[src/rtl/atm_pkg.sv]
// ============================================================================
// Module   : atm_pkg
// Purpose  : Shared types and constants for the ATM session driver.
// Revision : 1.0 - initial release
// ============================================================================
`default_nettype none

package atm_pkg;

  localparam int ATM_DATA_W = 16;

  localparam logic [7:0] DRV_ERR_TIMEOUT = 8'hFF;

  typedef enum logic [1:0] {
    OP_BAL    = 2'd0,
    OP_WDR    = 2'd1,
    OP_DEP    = 2'd2,
    OP_PINCHG = 2'd3
  } atm_op_e;

  typedef enum logic [2:0] {
    IDLE     = 3'd0,
    CARD     = 3'd1,
    PIN      = 3'd2,
    REQ      = 3'd3,
    WAIT_RSP = 3'd4,
    DONE     = 3'd5,
    RESULT   = 3'd6
  } drv_state_e;

endpackage

`default_nettype wire

[src/rtl/atm_session_driver_if.sv]
// ============================================================================
// Module   : atm_session_driver_if
// Purpose  : Command, ATM-core and result signal bundle for the session driver.
// Revision : 1.0 - initial release
// ============================================================================
`default_nettype none

interface atm_session_driver_if;
  import atm_pkg::*;

  logic                  cmd_valid;
  logic                  cmd_ready;
  logic [ATM_DATA_W-1:0] cmd_pin;
  logic [1:0]            cmd_op;
  logic [ATM_DATA_W-1:0] cmd_amount;

  logic                  card_inserted;
  logic [ATM_DATA_W-1:0] pin_input;
  logic                  balance_req;
  logic                  withdrawal_req;
  logic                  deposit_req;
  logic                  pin_change_req;
  logic [ATM_DATA_W-1:0] amount;
  logic                  transaction_done;
  logic [7:0]            current_state;
  logic [ATM_DATA_W-1:0] balance;
  logic                  transaction_success;
  logic [7:0]            error_code;

  logic                  result_valid;
  logic                  result_ready;
  logic                  result_ok;
  logic [7:0]            result_err;
  logic [ATM_DATA_W-1:0] result_balance;

  // master = the session driver itself
  modport master (
    input  cmd_valid, cmd_pin, cmd_op, cmd_amount,
    input  current_state, balance, transaction_success, error_code,
    input  result_ready,
    output cmd_ready, card_inserted, pin_input,
    output balance_req, withdrawal_req, deposit_req, pin_change_req,
    output amount, transaction_done,
    output result_valid, result_ok, result_err, result_balance
  );

  modport slave (
    output cmd_valid, cmd_pin, cmd_op, cmd_amount,
    output current_state, balance, transaction_success, error_code,
    output result_ready,
    input  cmd_ready, card_inserted, pin_input,
    input  balance_req, withdrawal_req, deposit_req, pin_change_req,
    input  amount, transaction_done,
    input  result_valid, result_ok, result_err, result_balance
  );

endinterface

`default_nettype wire

[src/rtl/atm_drv_timer.sv]
// ============================================================================
// Module   : atm_drv_timer
// Purpose  : Loadable down-counter that saturates at zero, with a zero flag.
// Revision : 1.0 - initial release
// ============================================================================
`default_nettype none

module atm_drv_timer #(
  parameter int TMR_W = 8
) (
  input  logic             clk,
  input  logic             rst,
  input  logic             load,
  input  logic [TMR_W-1:0] load_val,
  input  logic             dec,
  output logic             zero
);

  logic [TMR_W-1:0] cnt_q;
  logic [TMR_W-1:0] cnt_d;

  always_comb begin
    cnt_d = cnt_q;
    if (load) begin
      cnt_d = load_val;
    end else if (dec && (cnt_q != '0)) begin
      cnt_d = cnt_q - 1'b1;
    end
  end

  always_ff @(posedge clk or posedge rst) begin
    if (rst) begin
      cnt_q <= '0;
    end else begin
      cnt_q <= cnt_d;
    end
  end

  assign zero = (cnt_q == '0);

endmodule

`default_nettype wire

[src/rtl/atm_session_driver.sv]
// ============================================================================
// Module   : atm_session_driver
// Purpose  : Sequences one card/PIN/request/done session into the ATM core and
//            returns the response as a result record. Optional session and
//            error counters are built when ATM_DRV_STATS_EN is defined.
// Revision : 1.0 - initial release
// ============================================================================
`default_nettype none

module atm_session_driver
  import atm_pkg::*;
#(
  parameter int PIN_WAIT_CYC = 4,
  parameter int TIMEOUT_CYC  = 64,
  parameter int TMR_W        = 8
) (
  input  logic                 clk,
  input  logic                 rst,
  atm_session_driver_if.master bus
`ifdef ATM_DRV_STATS_EN
  ,
  output logic [15:0]          sess_count,
  output logic [15:0]          err_count
`endif
);

  // Timer is loaded with N-1 so that the owning state lasts exactly N cycles
  localparam logic [TMR_W-1:0] PIN_LOAD = TMR_W'((PIN_WAIT_CYC > 0) ? PIN_WAIT_CYC - 1 : 0);
  localparam logic [TMR_W-1:0] TMO_LOAD = TMR_W'((TIMEOUT_CYC > 0) ? TIMEOUT_CYC - 1 : 0);

  drv_state_e            state_q, state_d;
  atm_op_e               op_q, op_d;
  logic [ATM_DATA_W-1:0] pin_q, pin_d;
  logic [ATM_DATA_W-1:0] amt_q, amt_d;
  logic                  ok_q, ok_d;
  logic [7:0]            err_q, err_d;
  logic [ATM_DATA_W-1:0] bal_q, bal_d;

  logic                  tmr_load;
  logic [TMR_W-1:0]      tmr_val;
  logic                  tmr_dec;
  logic                  tmr_zero;
  logic                  core_err;
  logic                  unused_state;

  assign core_err     = (bus.error_code != 8'h00);
  assign unused_state = ^bus.current_state;

  atm_drv_timer #(
    .TMR_W    (TMR_W)
  ) u_timer (
    .clk      (clk),
    .rst      (rst),
    .load     (tmr_load),
    .load_val (tmr_val),
    .dec      (tmr_dec),
    .zero     (tmr_zero)
  );

  always_comb begin
    state_d  = state_q;
    op_d     = op_q;
    pin_d    = pin_q;
    amt_d    = amt_q;
    ok_d     = ok_q;
    err_d    = err_q;
    bal_d    = bal_q;
    tmr_load = 1'b0;
    tmr_val  = '0;
    tmr_dec  = 1'b0;

    case (state_q)
      IDLE: begin
        if (bus.cmd_valid) begin
          op_d    = atm_op_e'(bus.cmd_op);
          pin_d   = bus.cmd_pin;
          amt_d   = bus.cmd_amount;
          ok_d    = 1'b0;
          err_d   = 8'h00;
          bal_d   = '0;
          state_d = CARD;
        end
      end
      CARD: begin
        tmr_load = 1'b1;
        tmr_val  = PIN_LOAD;
        state_d  = PIN;
      end
      PIN: begin
        tmr_dec = 1'b1;
        // Authentication failure closes the session without a request
        if (core_err) begin
          ok_d    = 1'b0;
          err_d   = bus.error_code;
          bal_d   = bus.balance;
          state_d = DONE;
        end else if (tmr_zero) begin
          state_d = REQ;
        end
      end
      REQ: begin
        tmr_load = 1'b1;
        tmr_val  = TMO_LOAD;
        state_d  = WAIT_RSP;
      end
      WAIT_RSP: begin
        tmr_dec = 1'b1;
        if (core_err) begin
          ok_d    = 1'b0;
          err_d   = bus.error_code;
          bal_d   = bus.balance;
          state_d = DONE;
        end else if (bus.transaction_success) begin
          ok_d    = 1'b1;
          err_d   = 8'h00;
          bal_d   = bus.balance;
          state_d = DONE;
        end else if (tmr_zero) begin
          ok_d    = 1'b0;
          err_d   = DRV_ERR_TIMEOUT;
          state_d = DONE;
        end
      end
      DONE: begin
        pin_d   = '0;
        amt_d   = '0;
        state_d = RESULT;
      end
      RESULT: begin
        if (bus.result_ready) begin
          state_d = IDLE;
        end
      end
      default: begin
        state_d = IDLE;
      end
    endcase
  end

  always_ff @(posedge clk or posedge rst) begin
    if (rst) begin
      state_q <= IDLE;
      op_q    <= OP_BAL;
      pin_q   <= '0;
      amt_q   <= '0;
      ok_q    <= 1'b0;
      err_q   <= 8'h00;
      bal_q   <= '0;
    end else begin
      state_q <= state_d;
      op_q    <= op_d;
      pin_q   <= pin_d;
      amt_q   <= amt_d;
      ok_q    <= ok_d;
      err_q   <= err_d;
      bal_q   <= bal_d;
    end
  end

  assign bus.cmd_ready        = (state_q == IDLE) && !rst;
  assign bus.card_inserted    = (state_q == CARD);
  assign bus.balance_req      = (state_q == REQ) && (op_q == OP_BAL);
  assign bus.withdrawal_req   = (state_q == REQ) && (op_q == OP_WDR);
  assign bus.deposit_req      = (state_q == REQ) && (op_q == OP_DEP);
  assign bus.pin_change_req   = (state_q == REQ) && (op_q == OP_PINCHG);
  assign bus.pin_input        = pin_q;
  assign bus.amount           = amt_q;
  assign bus.transaction_done = (state_q == DONE);
  assign bus.result_valid     = (state_q == RESULT);
  assign bus.result_ok        = ok_q;
  assign bus.result_err       = err_q;
  assign bus.result_balance   = bal_q;

`ifdef ATM_DRV_STATS_EN
  logic        res_hs;
  logic [15:0] sess_q, sess_d;
  logic [15:0] errc_q, errc_d;

  assign res_hs = (state_q == RESULT) && bus.result_ready;

  always_comb begin
    sess_d = sess_q;
    errc_d = errc_q;
    if (res_hs) begin
      if (sess_q != 16'hFFFF) begin
        sess_d = sess_q + 16'd1;
      end
      if (!ok_q && (errc_q != 16'hFFFF)) begin
        errc_d = errc_q + 16'd1;
      end
    end
  end

  always_ff @(posedge clk or posedge rst) begin
    if (rst) begin
      sess_q <= '0;
      errc_q <= '0;
    end else begin
      sess_q <= sess_d;
      errc_q <= errc_d;
    end
  end

  assign sess_count = sess_q;
  assign err_count  = errc_q;
`endif

endmodule

`default_nettype wire

[src/flat_wrapper.sv]
// flat-port wrapper written by rule: the top's interface ports become plain ports
module atm_session_driver_flat import atm_pkg::*;
#(
  parameter int PIN_WAIT_CYC = 4,
  parameter int TIMEOUT_CYC  = 64,
  parameter int TMR_W        = 8
)
  (clk, rst, bus_cmd_valid, bus_cmd_pin, bus_cmd_op, bus_cmd_amount, bus_current_state, bus_balance, bus_transaction_success, bus_error_code, bus_result_ready, bus_cmd_ready, bus_card_inserted, bus_pin_input, bus_balance_req, bus_withdrawal_req, bus_deposit_req, bus_pin_change_req, bus_amount, bus_transaction_done, bus_result_valid, bus_result_ok, bus_result_err, bus_result_balance);
  atm_session_driver_if bus_i ();
  input  logic clk;
  input  logic rst;
  input wire logic [$bits(bus_i.cmd_valid)-1:0] bus_cmd_valid;
  input wire logic [$bits(bus_i.cmd_pin)-1:0] bus_cmd_pin;
  input wire logic [$bits(bus_i.cmd_op)-1:0] bus_cmd_op;
  input wire logic [$bits(bus_i.cmd_amount)-1:0] bus_cmd_amount;
  input wire logic [$bits(bus_i.current_state)-1:0] bus_current_state;
  input wire logic [$bits(bus_i.balance)-1:0] bus_balance;
  input wire logic [$bits(bus_i.transaction_success)-1:0] bus_transaction_success;
  input wire logic [$bits(bus_i.error_code)-1:0] bus_error_code;
  input wire logic [$bits(bus_i.result_ready)-1:0] bus_result_ready;
  output wire logic [$bits(bus_i.cmd_ready)-1:0] bus_cmd_ready;
  output wire logic [$bits(bus_i.card_inserted)-1:0] bus_card_inserted;
  output wire logic [$bits(bus_i.pin_input)-1:0] bus_pin_input;
  output wire logic [$bits(bus_i.balance_req)-1:0] bus_balance_req;
  output wire logic [$bits(bus_i.withdrawal_req)-1:0] bus_withdrawal_req;
  output wire logic [$bits(bus_i.deposit_req)-1:0] bus_deposit_req;
  output wire logic [$bits(bus_i.pin_change_req)-1:0] bus_pin_change_req;
  output wire logic [$bits(bus_i.amount)-1:0] bus_amount;
  output wire logic [$bits(bus_i.transaction_done)-1:0] bus_transaction_done;
  output wire logic [$bits(bus_i.result_valid)-1:0] bus_result_valid;
  output wire logic [$bits(bus_i.result_ok)-1:0] bus_result_ok;
  output wire logic [$bits(bus_i.result_err)-1:0] bus_result_err;
  output wire logic [$bits(bus_i.result_balance)-1:0] bus_result_balance;
  assign bus_i.cmd_valid = bus_cmd_valid;
  assign bus_i.cmd_pin = bus_cmd_pin;
  assign bus_i.cmd_op = bus_cmd_op;
  assign bus_i.cmd_amount = bus_cmd_amount;
  assign bus_i.current_state = bus_current_state;
  assign bus_i.balance = bus_balance;
  assign bus_i.transaction_success = bus_transaction_success;
  assign bus_i.error_code = bus_error_code;
  assign bus_i.result_ready = bus_result_ready;
  assign bus_cmd_ready = bus_i.cmd_ready;
  assign bus_card_inserted = bus_i.card_inserted;
  assign bus_pin_input = bus_i.pin_input;
  assign bus_balance_req = bus_i.balance_req;
  assign bus_withdrawal_req = bus_i.withdrawal_req;
  assign bus_deposit_req = bus_i.deposit_req;
  assign bus_pin_change_req = bus_i.pin_change_req;
  assign bus_amount = bus_i.amount;
  assign bus_transaction_done = bus_i.transaction_done;
  assign bus_result_valid = bus_i.result_valid;
  assign bus_result_ok = bus_i.result_ok;
  assign bus_result_err = bus_i.result_err;
  assign bus_result_balance = bus_i.result_balance;
  atm_session_driver #(.PIN_WAIT_CYC(PIN_WAIT_CYC), .TIMEOUT_CYC(TIMEOUT_CYC), .TMR_W(TMR_W)) u_core (.clk(clk), .rst(rst), .bus(bus_i));
endmodule
[config.mk]
export PLATFORM = sky130hd
export DESIGN_NAME = atm_session_driver_flat
export DESIGN_NICKNAME = d
export VERILOG_FILES = /design/src/rtl/atm_pkg.sv /design/src/rtl/atm_session_driver_if.sv /design/src/rtl/atm_drv_timer.sv /design/src/rtl/atm_session_driver.sv /design/src/flat_wrapper.sv
export SDC_FILE = /design/constraint.sdc
export NUM_CORES = 1
export LEC_CHECK = 0
export CAP_MARGIN = 5
export CORE_ASPECT_RATIO = 1.4
export CORE_MARGIN = 3
export CORE_UTILIZATION = 43
export DETAILED_ROUTE_END_ITERATION = 8
export GPL_TIMING_DRIVEN = 0
export PLACE_DENSITY = 0.79
export SLEW_MARGIN = 10
export SYNTH_ARGS = -nofsm -noshare
export SYNTH_HDL_FRONTEND = slang
export SYNTH_SLANG_ARGS = --single-unit
[constraint.sdc]
create_clock -name clk -period 2.9 [get_ports clk]
set_clock_uncertainty 0.05 [all_clocks]
set_input_delay 0.87 -clock clk [delete_from_list [all_inputs] [get_ports clk]]
set_output_delay 0.87 -clock clk [all_outputs]
set_load 0.03 [all_outputs]
==> metrics.md <==
| Metric | Value |
|---|---|
| Initial antenna violation count | `0` |
| Routed Antenna Nets | `0` |
| Placed cell count | `between 500 and 600` |
| Worst-path clk slew | `70 ps` |
| CTS tree | `done` |
| Synth top area share | `0.5439` |
| Syn Inst Count | `~350` |
| Synth warnings | `0` |
| Worst reg-to-reg setup slack | `approximately 860 ps` |
| Final net count | `558` |
| CP Launch Type | `input port` |
| Worst setup EP type | `output port` |
| EDFF count, synth | `0` |
| Remaining global-route overflow | `0` |
| Area contributors post-synth | `dfrtp_1 54%, nand2_1 11%, o21ai_0 6.2%` |
| First-pass DRT Iterations | `4` |
| Critical path data required time | `1980 ps` |
| Final critical-path share of the clock period | `0.9820` |
| 1st-iter DRT viols | `132` |
| Synthesized flop and latch total | `70` |
| Drt total wl | `8.886 mm` |
| Primary FF master, synth | `dfrtp_1` |
| Final TNS setup | `0 ps` |
| Routability cong. | `0.8577` |
| Worst-path fanout max | `2` |
| Outcome | `finished, final reports clean` |
| Row count | `36` |
| Share of cells above drive strength 1 | `0.1122` |
| Combinational power share | `0.540` |
| Worst slack, placed | `-308.7 ps` |
| Clock Latency Late Sink | `350 ps` |
| Total track usage | `0.2125` |
| Crit path DAT | `1930 ps` |
| Reg2reg start | `u_core.state_q[1]` |
| Final slew viol count | `0` |
| Via-to-Cell Ratio | `5.202` |
| DRC | `0` |
| Filler cells | `625` |
| Max VDD drop | `618.2 uV` |
| Finished Layout Cells | `585` |
| PD cells | `1015 nW/um2` |
| Max clock buf depth | `2` |
| Cell taking the most area after synthesis | `dfrtp_1` |
| Worst Hold Path Cells | `2` |
| Starting Density | `0.4525` |
| Clock network fraction of total power | `0.143` |
| Most frequent cells in the layout | `119 x clkdlybuf4s50_1, 94 x nand2_1, 69 x dfrtp_1` |
| Core area | `7117 um2` |
| Switch share | `0.4528` |
| Vias in the first global route | `around 3000` |
| Port bufs | `127` |
| Max-Cap Viols | `0` |
| Tmin final | `between 2000 and 3000 ps` |
| Hold EP | `u_core.bus.result_balance[8]` |
| Max_slew headroom | `0.6044` |
| Sequential-to-total area share from yosys stat | `0.5439` |
| Final HPWL DP | `6.717 mm` |
| Clock sinks | `70` |
| Net load switching power | `between 2000 and 2500 uW` |
| FF-to-FF End | `u_core.bus.result_balance[9]` |
| Power Total | `4892 uW` |
| Mapped Nets | `418` |
| Worst-case reg-to-reg path depth | `6` |
| Async SR Flop Fraction | `1.000` |
| CP Class | `input port to output port` |
| Antenna diode count | `0` |
| Largest net degree at the start of global routing | `62` |
| Worst slew pin tran | `593.4 ps` |
| WL/cell | `~15 um` |
| Reg power frac | `0.317` |
| Area grow syn2layout | `49.65%` |
| Commonest non-fill, non-tap cell in the layout | `clkdlybuf4s50_1` |
| Num ports | `roughly 140` |
| Total vias in the final route | `3043` |
| Syn avg cell area | `9.335 um2` |
| Fmax | `351.1 MHz` |
| Leakage | `0.002048 uW` |
| Final Setup Violations | `0` |
| First-pass GRT wire length | `14.37 mm` |
| Total CTS buffers | `9` |
| Die Span Y | `~110 um` |
| Hold slack final | `449.7 ps` |
| Hold_sp | `u_core.bus.result_balance[8]` |
| Hold Violations, Final | `0` |
| Root Buffer | `clkbuf_8` |
| Worst hold path type | `flip-flop to flip-flop` |
| H-tree levels | `3` |
| Netlist cell types | `43` |
| Die Wd | `79.14 um` |
| Int Power | `about 2700 uW` |
| Worst setup margin | `52.13 ps` |
| Die ar. | `8579 um2` |
| Syn Std Cell Area | `3221 um2` |
[per-layer routing]
metal,up-vias,part of all wire,track usage
met2,107,0.52,0.3663
met1,1456,0.41,0.2625
met4,0,0.014,0.05283
met3,11,0.058,0.06000
li1,1469,-,-
met5,-,0,0
[worst max-delay path, stage by stage]
cell             delay, ps
clkdlybuf4s50_1        470
nor4_1                 180
dlygate4sd1_1          410
[kinds of logic after synthesis]
| group | share of synthesized area |
|---|---|
| multiplexers | 0.01010 |
| buffers and inverters | 0.06022 |
| flip-flops | 0.5439 |
| XOR/XNOR | 0.005440 |
| AND/OR/NAND/NOR | 0.1826 |
| AO/OA/AOI/OAI | 0.1900 |
| adder cells (fa/ha/maj) | 0.007769 |
[state kept, by name (all words and copies together) (netlist names)]
name and cells:
u_core.bus.result_err 8, u_core.bus.amount 16, u_core.bus.result_balance 16, u_core.state_q 3, u_core.bus.result_ok 1, u_core.bus.pin_input 16, u_core.u_timer.cnt_q 8, u_core.op_q 2
[power by group through the flow]
stage               Combinational [uW]  Sequential [uW]  Clock (uW)
finish                            2640             1550         700
floorplan                         1150             2050           0
global route                      2880             1600         762
CTS                               2640             1560         711
global placement                  2560             1560           0
detailed placement                2640             1570           0
[layout make-up]
cell class / count / area (um2) / area share
Clock inverter: 7 / 50.05 / 0.01038
Tap cell: 95 / 118.9 / 0.02466
Multi-Input combinational cell: 235 / 1280 / 0.2656
Inverter: 16 / 62.56 / 0.01298
Timing Repair Buffer: 130 / 1296 / 0.2690
Sequential cell: 70 / 1753 / 0.3637
Clock buffer: 9 / 123.9 / 0.02570
Buffer: 23 / 135.1 / 0.02804
[what timing repair did]
item                       in CTS  in global routing
hold buffers                    0                  0
buffers inserted                0                  2
setup endpoints to repair       8                  7
pin swaps                       0                  0
resized for setup              22                 12
[worst max path at each step]
stage                      startpoint              endpoint  slack (ps)  cells after the start
CTS                 u_core.state_q[0]       bus_balance_req         -20                      6
global placement                  rst  u_core.bus.amount[7]        -980                      2
detailed placement  u_core.state_q[0]       bus_balance_req        -310                      6
finish                            rst         bus_cmd_ready          50                      3
global route        u_core.state_q[2]     bus_card_inserted         -10                      4
floorplan           u_core.state_q[0]       bus_balance_req         150                      5
[per-stage QoR]
step / utilization / instance area [um2]
4_1_cts: 0.6770 / 4818
5_1_grt: 0.6772 / 4820
2_1_floorplan: - / 3221
3_3_place_gp: 0.6479 / 4611
6_report: 0.6772 / 4820
3_5_place_dp: 0.6521 / 4641
[synthesized netlist by cell type (all sizes together), types with 3 or more instances]
master / instances
clkbuf: 10
o31ai: 17
nand2b: 5
nor3: 4
a211oi: 4
dfrtp: 70
nor4: 5
inv: 16
o21ai: 53
nand2: 95
a22oi: 7
nor2: 11
buf: 14
a21oi: 3
No activity file was read; power rests on OpenSTA's default activity.
